===== config.mk =====
export PLATFORM = sky130hd
export DESIGN_NAME = proc_rf_sb
export DESIGN_NICKNAME = d
export VERILOG_FILES = /design/src/rtl/proc_rf_sb.sv
export SDC_FILE = /design/constraint.sdc
export NUM_CORES = 2
export LEC_CHECK = 0
export CAP_MARGIN = 5
export CORE_MARGIN = 3
export CORE_UTILIZATION = 40
export DETAILED_ROUTE_END_ITERATION = 16
export GPL_ROUTABILITY_DRIVEN = 0
export HOLD_SLACK_MARGIN = 0.02
export PLACE_DENSITY_LB_ADDON = 0.08
export SYNTH_ARGS = -nofsm -noshare
export SYNTH_HDL_FRONTEND = slang
export SYNTH_SLANG_ARGS = --single-unit

===== constraint.sdc =====
create_clock -name clk -period 5.35 [get_ports clk]
set_input_delay 0.535 -clock clk [delete_from_list [all_inputs] [get_ports clk]]
set_output_delay 0.535 -clock clk [all_outputs]
set_load 0.1 [all_outputs]

===== src/rtl/proc_rf_sb.sv =====
// Integer register file with two read ports, one write port, a per-register
// busy scoreboard, optional write-to-read forwarding and a post-reset clear sweep.
module proc_rf_sb #(
  parameter int  XLEN   = 64,
  parameter int  NREG   = 32,
  parameter bit  BYPASS = 1'b1,
  localparam int AW     = $clog2(NREG)
) (
  input  logic            clk,
  input  logic            rst,
  output logic            init_done,
  input  logic [AW-1:0]   rs1,
  input  logic [AW-1:0]   rs2,
  output logic [XLEN-1:0] rdata1,
  output logic [XLEN-1:0] rdata2,
  output logic            busy1,
  output logic            busy2,
  input  logic            issue_en,
  input  logic [AW-1:0]   issue_rd,
  input  logic            reg_write,
  input  logic [AW-1:0]   rd,
  input  logic [XLEN-1:0] wdata,
  input  logic            flush
);

  // state   | meaning
  // S_CLEAR | sweeping zeros into mem, one register per cycle; traffic ignored
  // S_RUN   | normal operation; reads, writes and scoreboard active
  localparam logic [0:0] S_CLEAR = 1'b0;
  localparam logic [0:0] S_RUN   = 1'b1;

  logic [0:0]      state;
  logic [AW-1:0]   ptr;
  logic [XLEN-1:0] mem [NREG];
  logic [NREG-1:0] busy;
  logic [NREG-1:0] busy_nxt;
  logic            run;
  logic            wr_run;
  logic            mem_we;
  logic [AW-1:0]   mem_wa;
  logic [XLEN-1:0] mem_wd;
  logic            fwd1;
  logic            fwd2;

  assign run       = (state == S_RUN);
  assign init_done = run;
  assign wr_run    = run && reg_write && (rd != '0);

  always_ff @(posedge clk) begin
    if (rst) begin
      state <= S_CLEAR;
      ptr   <= '0;
    end else begin
      case (state)
        S_CLEAR: begin
          ptr <= ptr + 1'b1;
          if (ptr == AW'(NREG - 1)) state <= S_RUN;
        end
        default: ;
      endcase
    end
  end

  // The sweep and writeback share one write port so mem stays RAM-like.
  always_comb begin
    mem_we = 1'b0;
    mem_wa = ptr;
    mem_wd = '0;
    if (!rst) begin
      if (!run) begin
        mem_we = 1'b1;
      end else if (wr_run) begin
        mem_we = 1'b1;
        mem_wa = rd;
        mem_wd = wdata;
      end
    end
  end

  always_ff @(posedge clk) begin
    if (mem_we) mem[mem_wa] <= mem_wd;
  end

  // Flush overrides everything; an issue to the register being written back wins.
  always_comb begin
    busy_nxt = busy;
    if (run) begin
      if (flush) begin
        busy_nxt = '0;
      end else begin
        if (wr_run) busy_nxt[rd] = 1'b0;
        if (issue_en && (issue_rd != '0)) busy_nxt[issue_rd] = 1'b1;
      end
    end
    busy_nxt[0] = 1'b0;
  end

  always_ff @(posedge clk) begin
    if (rst) busy <= '0;
    else     busy <= busy_nxt;
  end

  assign fwd1 = BYPASS && reg_write && (rd == rs1) && (rs1 != '0);
  assign fwd2 = BYPASS && reg_write && (rd == rs2) && (rs2 != '0);

  always_comb begin
    rdata1 = '0;
    rdata2 = '0;
    if (run && (rs1 != '0)) rdata1 = fwd1 ? wdata : mem[rs1];
    if (run && (rs2 != '0)) rdata2 = fwd2 ? wdata : mem[rs2];
  end

  assign busy1 = run && busy[rs1] && !fwd1;
  assign busy2 = run && busy[rs2] && !fwd2;

endmodule


==> flow_summary_export.csv <==
group,metric,value,unit
logic_synthesis,synthTopCellsByCount,"edfxtp_1, mux4_2, mux2i_1",
setup_path,crit_required,4.82,ns
sta,worst_slew_pin_slew,1.206,ns
sta,period_share,90.44,%
setup_path,end_kind,"output pin",
route,drc_errors,0,
route,via_per_inst,6.487,
finish,nets,5759,
logic_synthesis,synth_top_area_cell,"edfxtp_1",
min_path,holdCritPathClass,"in2reg",
clock_tree,post_cts_buffers,0,
finish,fillers,20690,
clock_tree,cts-htree-levels,4,
placed_design,io_buffers,219,
setup_path,cp-startpoint,"rd[0]",
floorplanning,die_area,0.2531,mm2
floorplanning,initial_core_util,40.41,%
clock_tree,clkTransAtPathRegs,0.06,ns
placed_design,dpl.hpwl,196.6,mm
power,power,35.38,mW
setup_path,arrival,4.30,ns
floorplanning,die_w,503.1,um
global_route,gr-total-overflow,0,
setup_path,r2r-end,"mem[17][33]",
global_route,grt_use_met1,38.04,%
global_route,globalRouteMet2Util,44.27,%
clock_tree,worstSkewPairLatency,0.87,ns
setup_path,worstReg2RegStart,"init_done",
logic_synthesis,ys_seq_area_share,62.98,%
logic_synthesis,netlist-cell-type-count,60,
sta,finalHoldViolCount,0,
setup_path,crit_type,"in2out",
floorplanning,num_io_pins,220,
finish,syn_to_final_growth,16.17,%
global_route,grt_antenna_before_repair,12,
min_path,whs_path_depth,3,
global_route,first_global_vias,60080,
sta,finClkSkew,0.03145,ns
sta,slew_headroom,19.62,%
logic_synthesis,avgSynthCellArea,18.44,um2
setup_path,startpoint_type,"input port",
sta,rsz0062_at_grt,"no",
floorplanning,fp.dieH,503.1,um
logic_synthesis,ys_ff_latch,2085,
global_route,track_usage,27.25,%
logic_synthesis,yosysWarnings,0,
route,post_drt_wl_per_cell,38.11,um
logic_synthesis,synth_area,0.09883,mm2
floorplanning,fp-row-count,181,
global_route,grt_max_degree,110,
clock_tree,cts_buffer_depth,3,
logic_synthesis,synth_area_leaders,"edfxtp_1, mux4_2, mux2i_1, o21ai_0, a221oi_1",
global_route,use_met3,4.375,%
logic_synthesis,yosys.area.top_type_share,62.23,%
sta,report.final.slew_viol_count,0,
sta,setup_viol,0,
clock_tree,cts_buffers,230,
placed_design,dp.cells,8638,
setup_path,rrSetupSlack,1.62,ns
clock_tree,clock-root-buffer,"clkbuf_16",
route,ant_nets,0,
setup_path,worst_r2r_path_depth,8,
logic_synthesis,yosysMostFrequentCell,"edfxtp_1",
finish,fin_cells,9070,
power,vdd_drop_max,0.3058,mV
floorplanning,fp.coreArea,0.2446,mm2
route,drtPass1Iterations,5,
logic_synthesis,synthArstFlopShare,0,%
power,p_leak,33.48,nW
outcome,status,"finished, final reports clean",
clock_tree,cts_tree,"built",
route,vias,58840,
logic_synthesis,syn_nets,5451,
setup_path,worstSetupEndpoint,"rdata1[6]",
sta,post-route-min-period,4.839,ns
clock_tree,cts_resized,0,
route,wirelength,345.7,mm
clock_tree,cts_hold_buffers,0,
global_route,grt_pass1_wl,482.6,mm
logic_synthesis,synth_edf_count,2048,
route,drt_iter0_markers,7202,
global_route,top_usage_layer,"met2",
power,cellPowerDensity,308.2,mW/mm2
clock_tree,clock_sinks,2085,
setup_path,cp_max_fo,25,
logic_synthesis,ys.flop_type,"edfxtp_1",
sta,clock.fmax,206.7,MHz
finish,drive_gt1_share,30.72,%
job,maxCapViolCount,0,
logic_synthesis,synthCells,5360,
-- flip-flops by register name, indices dropped and copies added, names as in the netlist --
| register | count |
|---|---|
| mem | 2048 |
| busy | 31 |
| ptr | 5 |
| init_done | 1 |
-- layout by cell type (no fill, tap or decap), drive strengths merged, types with 11 or more instances in the layout --
cell / n
nand4: 18
o21ai: 200
mux2i: 430
nand3: 39
a32oi: 21
a221oi: 99
nor2: 119
a31oi: 17
inv: 16
and3: 14
nand2: 231
clkinv: 117
edfxtp: 2048
a22oi: 73
clkdlybuf4s50: 79
mux2: 41
nor3: 34
and2: 67
nor2b: 41
mux4: 942
a21oi: 136
bufinv: 11
clkbuf: 293
o31ai: 25
o22ai: 45
a211oi: 68
a221o: 61
dfxtp: 37
buf: 442
-- cells by family after synthesis --
kind of cell	count (synthesis)	share of synthesized area [%]
muxes	1413	26.29
xor gates and xnor gates	13	0.1152
buffers and inverters	458	2.279
AOI/OAI and AO/OA	789	5.436
DFF	2085	62.98
adders and majority gates	2	0.02532
and+or+nand+nor	600	2.880
-- critical path: stages --
cell and delay [ns]:
clkdlybuf4s50_1 0.74, xnor2_1 0.17, nand4_1 0.22, or4_2 0.92, nor3b_4 0.42, buf_4 0.56
nand2_1 0.11, o31ai_1 0.31, buf_12 0.27
-- worst min path at each step --
stage           startpoint           to
3_5_place_dp      busy[16]     busy[16]
6_report       issue_rd[4]     busy[26]
3_3_place_gp       busy[8]      busy[8]
4_1_cts        issue_rd[4]     busy[19]
5_1_grt          wdata[17]  mem[27][17]
2_1_floorplan      busy[3]      busy[3]
-- power by group --
group / internal [mW] / switching, mW / total, mW
Clock: 8.46 / 6.66 / 15.1
Sequential: 17.8 / 0.0472 / 17.8
Combinational: 0.968 / 1.46 / 2.43
-- layer usage --
metal | up-vias | wire length, um
li1 | 23600 | -
met3 | 534 | 24980
met1 | 32110 | 143300
met4 | 4 | 11100
met5 | - | 28
met2 | 2593 | 166300
-- layout make-up --
cell class | instances | area [um2] | area share [%]
repair buffers | 523 | 6684 | 5.822
clock inverters | 136 | 1036 | 0.9024
inverters | 11 | 52.55 | 0.04577
multi-input cells | 2817 | 34750 | 30.27
well taps | 3202 | 4006 | 3.490
flip-flops and latches | 2085 | 62240 | 54.21
diodes | 5 | 12.51 | 0.01090
clock buffers | 291 | 6027 | 5.250
-- stage by stage --
step	utilization [%]	hold WS, ns	setup WS (ns)	cell area, um2	TNS (ns)
floorplan	-	0.4566	-0.1559	98830	-225.44
global placement	44.05	0.4744	0.5405	107700	0
detailed placement	44.05	0.4845	0.5410	107700	0
CTS	46.93	0.3970	0.5310	114800	0
global route	46.94	0.4522	0.4636	114800	0
finish	46.94	0.4747	0.5113	114800	0
No activity file was read; power rests on OpenSTA's default activity.
